`src/rtl/sync_rx_fifo.sv`:
```
// Single-clock receive FIFO between the CDC output and the frame parser.
// Optional occupancy statistics are enabled with `define SYNC_RX_FIFO_STATS_EN.
`timescale 1ns/1ps
module sync_rx_fifo #(
    parameter int DATA_WIDTH   = 8,
    parameter int DEPTH        = 16,
    parameter int AFULL_THRESH = 12,
    parameter bit FWFT         = 1'b0
) (
    input  logic                     clkIn,
    input  logic                     rstIn,
    input  logic                     wrEnIn,
    input  logic [DATA_WIDTH-1:0]    wrDataIn,
    output logic                     fullOut,
    output logic                     almostFullOut,
    output logic                     overflowOut,
    input  logic                     rdEnIn,
    output logic [DATA_WIDTH-1:0]    rdDataOut,
    output logic                     rdDataValidOut,
    output logic                     emptyOut,
    output logic [$clog2(DEPTH):0]   countOut
`ifdef SYNC_RX_FIFO_STATS_EN
    ,
    output logic [15:0]              dropCountOut,
    output logic [$clog2(DEPTH):0]   highWaterOut
`endif
);

    localparam int AW = $clog2(DEPTH);
    localparam int CW = AW + 1;
    localparam logic [CW-1:0] DEPTH_C = CW'(DEPTH);
    localparam logic [CW-1:0] AFULL_C = CW'(AFULL_THRESH);

    logic [DATA_WIDTH-1:0] mem [DEPTH];
    logic [AW-1:0]         wrPtr;
    logic [AW-1:0]         rdPtr;
    logic [CW-1:0]         count;
    logic [CW-1:0]         countNext;
    logic                  rdAccept;
    logic                  wrAccept;

    // Both read modes pop on rdEnIn while non-empty; a full FIFO still
    // takes a write when a pop happens on the same edge.
    assign rdAccept = !rstIn && rdEnIn && !emptyOut;
    assign wrAccept = !rstIn && wrEnIn && (!fullOut || rdAccept);

    always_comb begin
        countNext = count;
        unique case ({wrAccept, rdAccept})
            2'b10:   countNext = count + CW'(1);
            2'b01:   countNext = count - CW'(1);
            default: countNext = count;
        endcase
    end

    always_ff @(posedge clkIn) begin
        if (wrAccept) begin
            mem[wrPtr] <= wrDataIn;
        end
    end

    always_ff @(posedge clkIn) begin
        if (rstIn) begin
            wrPtr         <= '0;
            rdPtr         <= '0;
            count         <= '0;
            fullOut       <= 1'b0;
            almostFullOut <= 1'b0;
            emptyOut      <= 1'b1;
            overflowOut   <= 1'b0;
        end else begin
            if (wrAccept) begin
                wrPtr <= wrPtr + AW'(1);
            end
            if (rdAccept) begin
                rdPtr <= rdPtr + AW'(1);
            end
            count         <= countNext;
            fullOut       <= (countNext == DEPTH_C);
            almostFullOut <= (countNext >= AFULL_C);
            emptyOut      <= (countNext == '0);
            overflowOut   <= wrEnIn && !wrAccept;
        end
    end

    assign countOut = count;

    generate
        if (FWFT) begin : gFwft
            // Head entry is shown combinationally; zero while empty so the
            // output is clean after reset.
            assign rdDataValidOut = !emptyOut;
            assign rdDataOut      = emptyOut ? '0 : mem[rdPtr];
        end else begin : gStd
            logic [DATA_WIDTH-1:0] rdDataReg;
            logic                  rdValidReg;

            always_ff @(posedge clkIn) begin
                if (rstIn) begin
                    rdDataReg  <= '0;
                    rdValidReg <= 1'b0;
                end else begin
                    rdValidReg <= rdAccept;
                    if (rdAccept) begin
                        rdDataReg <= mem[rdPtr];
                    end
                end
            end

            assign rdDataValidOut = rdValidReg;
            assign rdDataOut      = rdDataReg;
        end
    endgenerate

`ifdef SYNC_RX_FIFO_STATS_EN
    always_ff @(posedge clkIn) begin
        if (rstIn) begin
            dropCountOut <= '0;
            highWaterOut <= '0;
        end else begin
            if (wrEnIn && !wrAccept && (dropCountOut != 16'hFFFF)) begin
                dropCountOut <= dropCountOut + 16'd1;
            end
            // Track the post-edge count so the mark lines up with countOut.
            if (countNext > highWaterOut) begin
                highWaterOut <= countNext;
            end
        end
    end
`endif

endmodule
```
`config.mk`:
```
export PLATFORM = sky130hd
export DESIGN_NAME = sync_rx_fifo
export DESIGN_NICKNAME = d
export VERILOG_FILES = /design/src/rtl/sync_rx_fifo.sv
export SDC_FILE = /design/constraint.sdc
export NUM_CORES = 1
export LEC_CHECK = 0
export CAP_MARGIN = 20
export CORE_AREA = 2 2 116 106
export CTS_BUF_LIST = sky130_fd_sc_hd__clkbuf_4 sky130_fd_sc_hd__clkbuf_8 sky130_fd_sc_hd__clkbuf_16
export DETAILED_ROUTE_END_ITERATION = 16
export DIE_AREA = 0 0 118 108
export DONT_BUFFER_PORTS = 1
export PLACE_DENSITY_LB_ADDON = 0.1
export SLEW_MARGIN = 25
export SYNTH_ARGS = -nofsm -noshare
export SYNTH_HDL_FRONTEND = slang
export SYNTH_SLANG_ARGS = --single-unit
```
`constraint.sdc`:
```
create_clock -name clkIn -period 3.5 [get_ports clkIn]
set_input_delay 0 -clock clkIn [delete_from_list [all_inputs] [get_ports clkIn]]
set_output_delay 0 -clock clkIn [all_outputs]
set_load 0.01 [all_outputs]
```
==> metrics.log, run 1 <==
INFO  metric floorplan.core_area = between 10000 and 15000 µm²
INFO  metric clk_pin_slew = approximately 0.060 ns
INFO  metric synth-adder-area-share = 0.0161
INFO  metric floorplan.die_area = about 13000 µm²
INFO  metric route.vias.total = between 3k and 4k
INFO  metric chipHeight = between 100 and 150 µm
INFO  metric yosys_warnings = 0
INFO  metric final_cell_mix = 128 x sky130_fd_sc_hd__edfxtp_1, 37 x sky130_fd_sc_hd__nor2_1, 25 x sky130_fd_sc_hd__dfxtp_1, 23 x sky130_fd_sc_hd__mux4_2, 18 x sky130_fd_sc_hd__a21oi_1
INFO  metric maxCapViolations = 0
INFO  metric final_common_cell = sky130_fd_sc_hd__edfxtp_1
INFO  metric holdCritStartpoint = rdEnIn
INFO  metric initial_drc_count = between 200 and 250
INFO  metric pin_count_of_the_biggest_net_entering_global_routing = 36
INFO  metric hold_class = primary input to flop
INFO  metric drt-vias-per-instance = 5.69
INFO  metric instances_no_fill = 552
INFO  metric synth_ff_type = sky130_fd_sc_hd__edfxtp_1
INFO  metric worst-r2r-cell-count = 12
INFO  metric type_of_element_capturing_the_critical_path = flop
INFO  metric period_share = 0.797
INFO  metric drcViolationCount = 0
INFO  metric power_switching_share = 0.205
INFO  metric yosys_register_bits = ~150
INFO  metric multiplexer_share_of_the_synthesized_area = 0.128
INFO  metric timing_max_transition_violations_final = 0
INFO  metric routed_wirelength = 11.8 mm
INFO  metric synth-edff-count = 128
INFO  metric post_synth_instance_area = a little over 6000 µm²
INFO  metric cts_sinks = between 150 and 200
INFO  metric grt_setup_unrepaired = no
INFO  metric worst_hold_path.endpoint = rdDataValidOut$_SDFF_PP0_
INFO  metric worst_hold_path.num_cells = 3
INFO  metric worst_path_required_time = ~3.8 ns
INFO  metric synthesis.instances = ~370
INFO  metric critical_path.reg2reg.endpoint = fullOut$_SDFF_PP0_
INFO  metric grt.total_usage = 0.200
INFO  metric synth-simple-area-share = 0.0565
INFO  metric cts-htree-levels = 4
INFO  metric initial_utilization = 0.544
INFO  metric worst_slack = between 0.7 and 0.8 ns
INFO  metric synth_compound_area_frac = 0.0557
INFO  metric globalplace.congestion = between 0.7 and 0.8
INFO  metric synth_top_family_by_area = multiplexers
INFO  metric seq_area_frac_synth = 0.701
INFO  metric drt_pass_1_iters = 4
INFO  metric crit_path_arrival_time = roughly 3.1 ns
INFO  metric clock_network_fraction_of_total_power = 0.437
INFO  metric preCtsSetupSlack = 0.727 ns
INFO  metric die_w = 118 µm
INFO  metric ff2ff_setup_slack = between 0.7 and 0.8 ns
INFO  metric slew_headroom = 0.352
INFO  metric regToRegStartpoint = emptyOut$_SDFF_PP1_
INFO  metric post-dp-hpwl = about 7.2 mm
INFO  metric post_route_cells_drive_above_1_share = 0.174
INFO  metric cts_buffer_depth = 2
INFO  metric timing.final.hold_violations = 0
INFO  metric post_cts_buffers = 0
INFO  metric timing.final.crit_period = 2.79 ns
INFO  metric placement_row_count = 37
INFO  metric antenna_found_initial = 0
INFO  metric ir_worst_vdd = 453 µV
INFO  metric grt_pass1_vias = between 3k and 4k
INFO  metric synthArstFlopShare = 0
INFO  metric placement.cell_area = about 6300 µm²
INFO  metric wl_per_cell = about 21 µm
INFO  metric final_non_filler_cell_area = 7020 µm²
INFO  metric net-switching-power = just over 0.0008 W
INFO  metric layout-area-overhead-vs-synth = 12.9%
INFO  metric post_synthesis_net_count = approximately 390
INFO  metric status = finished clean
INFO  metric setup-violations-final = 0
INFO  metric cellPowerDensity = around 580 nW/µm²
INFO  metric clkLatencyLatePin = approximately 0.43 ns
INFO  metric power_report.internal_total = roughly 0.0032 W
INFO  metric grt-ovfl-total = 0
INFO  metric synthesized_area_divided_by_synthesized_cell_count = 17.0 µm²
INFO  metric skew = 0.0130 ns
INFO  metric grt_pass1_wl = roughly 18 mm
INFO  metric fmax = 358 MHz
INFO  metric ant_nets = 0
INFO  metric tns = 0 ns
INFO  metric clock_tree_from_tritoncts = built
INFO  metric worst_path_max_fanout = 9
INFO  metric top_level_ports = 30
INFO  metric cts_made_buffers = 17
INFO  metric comb_power_share = 0.058
INFO  metric critical_path_class = flop to flop
INFO  metric number_of_nets_in_the_layout = between 400 and 500
INFO  metric worstMarginPinSlew = approximately 0.97 ns
INFO  metric static-leakage-power = about 2.3 nW
INFO  metric insertedDiodeCount = 0
INFO  metric cts_root_buffer = sky130_fd_sc_hd__clkbuf_16
INFO  metric critical_path.startpoint_type = flop
INFO  metric share_seq_of_total_power = 0.505
INFO  metric port-buffer-count = 0
INFO  metric placedCellCount = 508
INFO  metric xor_and_xnor_area_share_after_synthesis = 0.0141
INFO  metric synthDistinctLibCells = between 40 and 50
-- state kept, by name (all words and copies together) (netlist names) --
name,flops
almostFullOut,1
countOut,5
emptyOut,1
fullOut,1
mem,128
overflowOut,1
rdDataOut,8
rdDataValidOut,1
rdPtr,4
wrPtr,4
-- power groups by stage --
stage | registers, W | clock network [W] | logic (W)
floorplan | 0.00207 | 0 | 0.000186
global placement | 0.00209 | 0 | 0.000199
detailed placement | 0.00209 | 0 | 0.000201
CTS | 0.00205 | 0.00180 | 0.000237
global route | 0.00205 | 0.00186 | 0.000260
finish | 0.00205 | 0.00177 | 0.000235
-- worst max-delay path, cell delays in order (launching register included) --
cell	delay, ns
sky130_fd_sc_hd__dfxtp_1	0.34
sky130_fd_sc_hd__nand2b_1	0.21
sky130_fd_sc_hd__a21oi_2	0.15
sky130_fd_sc_hd__buf_4	0.17
sky130_fd_sc_hd__inv_1	0.07
sky130_fd_sc_hd__ha_1	0.30
sky130_fd_sc_hd__xor2_1	0.21
sky130_fd_sc_hd__ha_1	0.27
sky130_fd_sc_hd__a21oi_2	0.20
sky130_fd_sc_hd__xnor2_1	0.11
sky130_fd_sc_hd__o2bb2a_1	0.29
sky130_fd_sc_hd__a21boi_0	0.22
sky130_fd_sc_hd__nor3b_1	0.20
-- cell usage after synthesis, drive strengths merged (2+ instances only) --
cell	n	area (µm²)
nand2b	5	31.3
xor2	6	52.6
clkbuf	6	27.5
clkdlybuf4s25	2	20.0
a21oi	20	108
mux2i	4	40.0
a21o	2	15.0
nand4	2	12.5
ha	8	100
buf	15	108
o21ai	3	15.0
edfxtp	128	3840
o22ai	2	12.5
nor2	37	139
mux4	32	754
nand2	13	48.8
nor3	7	35.0
xnor2	4	35.0
a22oi	16	120
nor3b	2	15.0
dfxtp	26	521
inv	6	22.5
nor2b	6	37.5
-- per-stage QoR --
stage	hold WS, ns	power [W]	utilization
2_1_floorplan	0.0989	0.00225	-
3_3_place_gp	0.0703	0.00229	0.554
3_5_place_dp	0.0753	0.00229	0.554
4_1_cts	0.0208	0.00408	0.615
5_1_grt	0.0466	0.00417	0.614
6_report	0.0423	0.00405	0.614
-- cell families (layout without fill, tap and decap cells) --
family / after synthesis / after routing
flip-flops: 154 / 154
AND/OR/NAND/NOR: 77 / 77
AO/OA/AOI/OAI: 52 / 52
multiplexers: 36 / 36
buffers and inverters: 29 / 59
XOR/XNOR: 10 / 10
adder cells (fa/ha/maj): 8 / 8
-- per-layer routing --
layer | global-route usage | vias up | wire length [µm]
li1 | - | 1464 | -
met1 | 0.274 | 1584 | 5470
met2 | 0.309 | 82 | 5580
met3 | 0.0622 | 9 | 650
met4 | 0.0697 | 0 | 123
met5 | 0 | - | 0
-- worst max-delay path by stage --
stage / cells after the start / end / start
after floorplan: 12 / fullOut$_SDFF_PP0_ / emptyOut$_SDFF_PP1_
after global placement: 12 / fullOut$_SDFF_PP0_ / emptyOut$_SDFF_PP1_
after detailed placement: 12 / fullOut$_SDFF_PP0_ / emptyOut$_SDFF_PP1_
after CTS: 13 / fullOut$_SDFF_PP0_ / rstIn
after global routing: 12 / fullOut$_SDFF_PP0_ / emptyOut$_SDFF_PP1_
final: 12 / fullOut$_SDFF_PP0_ / emptyOut$_SDFF_PP1_
-- layout make-up --
| type | instances | area (µm²) |
|---|---|---|
| Clock inverter | 9 | 100 |
| Clock buffer | 23 | 477 |
| Inverter | 6 | 22.5 |
| Sequential cell | 154 | 4370 |
| Fill cell | 864 | 4410 |
| Timing Repair Buffer | 21 | 183 |
| Tap cell | 156 | 195 |
| Multi-Input combinational cell | 183 | 1680 |
-- timing repair --
action | in CTS | in global routing
gates resized for setup | 0 | 0
endpoints found under the hold margin | 154 | 0
hold buffers | 12 | 0
(Power assumes the default switching activity.)
==> run 2: changes to the inputs <==
- ABC_AREA: default -> 1
- CORE_AREA: 2 2 116 106 -> 2 2 117 108
- DIE_AREA: 0 0 118 108 -> 0 0 119 110
- clock period: 3.5 -> 2.8 ns (I/O delays scaled with it)
==> run 2 against run 1 <==
Effect of this change: non-clock buffer count rose by 12; clock power increased by 32%; synthesized cell count grew 62%; flip-flop and latch count did not move; final cell count grew 43%; count of clock-buffer cells in the layout decreased by 6; cell area up 4.2%; largest cell class unchanged.
==> metrics.log, run 2 <==
INFO  metric hold_class = primary input to flop
INFO  metric pin_count_of_the_biggest_net_entering_global_routing = 66
INFO  metric cts-htree-levels = 4
INFO  metric critical_path.startpoint_type = primary input
INFO  metric post_cts_buffers = 0
INFO  metric critical_path.startpoint = rstIn
INFO  metric status = finished clean
INFO  metric drt-vias-per-instance = roughly 5.4
INFO  metric holdCritStartpoint = wrEnIn
INFO  metric worst_hold_path.num_cells = 5
INFO  metric fmax = 408 MHz
INFO  metric wl_per_cell = ~18 µm
INFO  metric synth-edff-count = approximately 130
INFO  metric grt_pass1_wl = about 23 mm
INFO  metric grt-ovfl-total = 0
INFO  metric ff2ff_setup_slack = a little under 0.4 ns
INFO  metric crit_path_arrival_time = between 2 and 3 ns
INFO  metric critical_path_class = primary input to flop
INFO  metric synthArstFlopShare = 0
INFO  metric timing.final.hold_violations = 0
INFO  metric type_of_element_capturing_the_critical_path = flop
INFO  metric route.vias.total = 4292
INFO  metric period_share = 0.876
INFO  metric post_synth_top_cells = 191 x sky130_fd_sc_hd__nand2_1, 128 x sky130_fd_sc_hd__edfxtp_1, 106 x sky130_fd_sc_hd__nand3_1
INFO  metric slew_headroom = 0.492
INFO  metric worst_hold_path.endpoint = overflowOut$_SDFF_PP0_
INFO  metric multi_input_comb_area = ~1800 µm²
INFO  metric number_of_nets_in_the_layout = ~640
INFO  metric largest_register = mem
INFO  metric synthesized_area_divided_by_synthesized_cell_count = around 11 µm²
INFO  metric worstMarginPinSlew = roughly 0.76 ns
INFO  metric grt_setup_unrepaired = no
INFO  metric antenna_found_initial = 0
INFO  metric chipHeight = roughly 110 µm
INFO  metric post-synth-top-count-cell = sky130_fd_sc_hd__nand2_1
INFO  metric yosys_warnings = 0
INFO  metric worst_path_required_time = approximately 3.2 ns
INFO  metric clock_tree_from_tritoncts = built
INFO  metric worst_path_max_fanout = 19
INFO  metric critical_path.reg2reg.endpoint = emptyOut$_SDFF_PP1_
INFO  metric top_level_ports = 30
INFO  metric synth.largest_area_cell = sky130_fd_sc_hd__edfxtp_1
INFO  metric initial_drc_count = 489
INFO  metric timing.final.crit_period = ~2.5 ns
INFO  metric regToRegStartpoint = emptyOut$_SDFF_PP1_
INFO  metric tns = 0 ns
INFO  metric die_w = between 100 and 150 µm
INFO  metric drcViolationCount = 0
INFO  metric layout-area-overhead-vs-synth = 14.1%
INFO  metric grt.total_usage = 0.241
INFO  metric synth_top_area_frac = 0.599
INFO  metric timing_max_transition_violations_final = 0
INFO  metric globalplace.congestion = approximately 0.83
INFO  metric drt_pass_1_iters = 6
INFO  metric cts_made_buffers = 17
INFO  metric ant_nets = 0
INFO  metric seq_area_frac_synth = 0.680
INFO  metric yosys_register_bits = 154
INFO  metric insertedDiodeCount = 0
INFO  metric synthesis.instances = about 590
INFO  metric synthTopCellsByArea = sky130_fd_sc_hd__edfxtp_1 60%, sky130_fd_sc_hd__nand2_1 11%, sky130_fd_sc_hd__nand3_1 8.3%
INFO  metric seqCellArea = 4370 µm²
INFO  metric ir_worst_vdd = ~520 µV
INFO  metric static-leakage-power = 2.79 nW
INFO  metric floorplan.core_area = ~12000 µm²
INFO  metric final_cell_mix = 191 x sky130_fd_sc_hd__nand2_1, 128 x sky130_fd_sc_hd__edfxtp_1, 106 x sky130_fd_sc_hd__nand3_1, 30 x sky130_fd_sc_hd__nor2_1
INFO  metric design_power_total = ~0.0054 W
INFO  metric maxCapViolations = 0
INFO  metric placement_row_count = 38
INFO  metric port-buffer-count = 0
INFO  metric post-dp-hpwl = 8.61 mm
INFO  metric floorplan.die_area = around 13000 µm²
INFO  metric routed_wirelength = around 15 mm
INFO  metric grt_pass1_vias = a little over 4k
INFO  metric fillCellCount = 945
INFO  metric cts_root_buffer = sky130_fd_sc_hd__clkbuf_16
INFO  metric final_common_cell = sky130_fd_sc_hd__nand2_1
INFO  metric cts_sinks = 154
INFO  metric initial_utilization = 0.542
INFO  metric post_route_cells_drive_above_1_share = 0.103
INFO  metric skew = approximately 0.010 ns
INFO  metric setup-violations-final = 0
INFO  metric worst-r2r-cell-count = 14
INFO  metric synthDistinctLibCells = 27
INFO  metric cts_buffer_depth = 2
INFO  metric post_synthesis_net_count = 614
INFO  metric clkLatencyLatePin = between 0.4 and 0.5 ns
INFO  metric synth_ff_type = sky130_fd_sc_hd__edfxtp_1
INFO  metric post_synth_instance_area = about 6400 µm²
INFO  metric largest_register_ffs = 128
INFO  metric cellPowerDensity = 734 nW/µm²
INFO  metric clk_pin_slew = 0.06 ns
==> run 2: stage by stage <==
step | instances | hold WS, ns | instance area, µm² | setup slack, ns | utilization
3_3_place_gp | 749 | 0.0755 | 6600 | 0.535 | 0.557
2_1_floorplan | 594 | 0.0724 | 6410 | 0.709 | -
3_5_place_dp | 749 | 0.0776 | 6600 | 0.437 | 0.557
4_1_cts | 792 | 0.351 | 7320 | 0.397 | 0.618
6_report | 792 | 0.370 | 7320 | 0.348 | 0.618
5_1_grt | 792 | 0.370 | 7320 | 0.0980 | 0.618
==> run 2: how the worst max path moves through the flow <==
stage | end | slack [ns] | cells past startpoint
final | emptyOut$_SDFF_PP1_ | 0.35 | 15
after detailed placement | emptyOut$_SDFF_PP1_ | 0.44 | 14
after global routing | emptyOut$_SDFF_PP1_ | 0.1 | 19
after CTS | almostFullOut$_SDFF_PP0_ | 0.40 | 17
after floorplan | almostFullOut$_SDFF_PP0_ | 0.71 | 15
after global placement | emptyOut$_SDFF_PP1_ | 0.54 | 14
==> run 2: cell families (layout without fill, tap and decap cells) <==
group           count (synthesis)  in the layout  share of synthesized area
simple gates                  337            337                      0.226
flops                         154            154                      0.680
buf+inv                        58             96                     0.0464
compound gates                 36             36                     0.0298
fa+ha+maj                       8              8                     0.0156
xor+xnor                        1              1                    0.00137
==> run 2: per-layer routing <==
layer  GRT usage  up-vias  wire (µm)
li1            -     2091          -
met1       0.311     2032       6170
met2       0.394      142       7200
met3      0.0576       27        901
met4       0.108        0        310
met5           0        -          0
==> run 2: worst max-delay path: stages <==
cell	delay, ns
sky130_fd_sc_hd__dlygate4sd3_1	0.64
sky130_fd_sc_hd__inv_2	0.31
sky130_fd_sc_hd__nand2_4	0.13
sky130_fd_sc_hd__nand2_1	0.09
sky130_fd_sc_hd__nand2_2	0.12
sky130_fd_sc_hd__ha_1	0.30
sky130_fd_sc_hd__nand2_1	0.12
sky130_fd_sc_hd__inv_1	0.06
sky130_fd_sc_hd__nor2_1	0.15
sky130_fd_sc_hd__ha_1	0.25
sky130_fd_sc_hd__o21ai_0	0.22
sky130_fd_sc_hd__nand2_1	0.09
sky130_fd_sc_hd__nor2_1	0.15
sky130_fd_sc_hd__nand3_1	0.13
sky130_fd_sc_hd__nand2_1	0.07
==> run 2: repair_timing <==
action | 4_1_cts | 5_1_grt
hold buffers | 11 | 0
hold endpoints to repair | 154 | 0
setup endpoints to repair | 0 | 0
gates resized for setup | 0 | 0
==> run 2: power breakdown <==
part / total [W] / switching (W) / internal, W
combinational: 0.000464 / 0.000332 / 0.000132
clock: 0.00234 / 0.000867 / 0.00147
sequential: 0.00257 / 0.0000438 / 0.00252
==> run 2: layout make-up <==
| type | count | area share |
|---|---|---|
| flip-flops and latches | 154 | 0.597 |
| multi-input cells | 382 | 0.239 |
| clock inverters | 15 | 0.0248 |
| inverters | 31 | 0.0159 |
| well taps | 160 | 0.0274 |
| repair buffers | 33 | 0.0376 |
| clock buffers | 17 | 0.0581 |
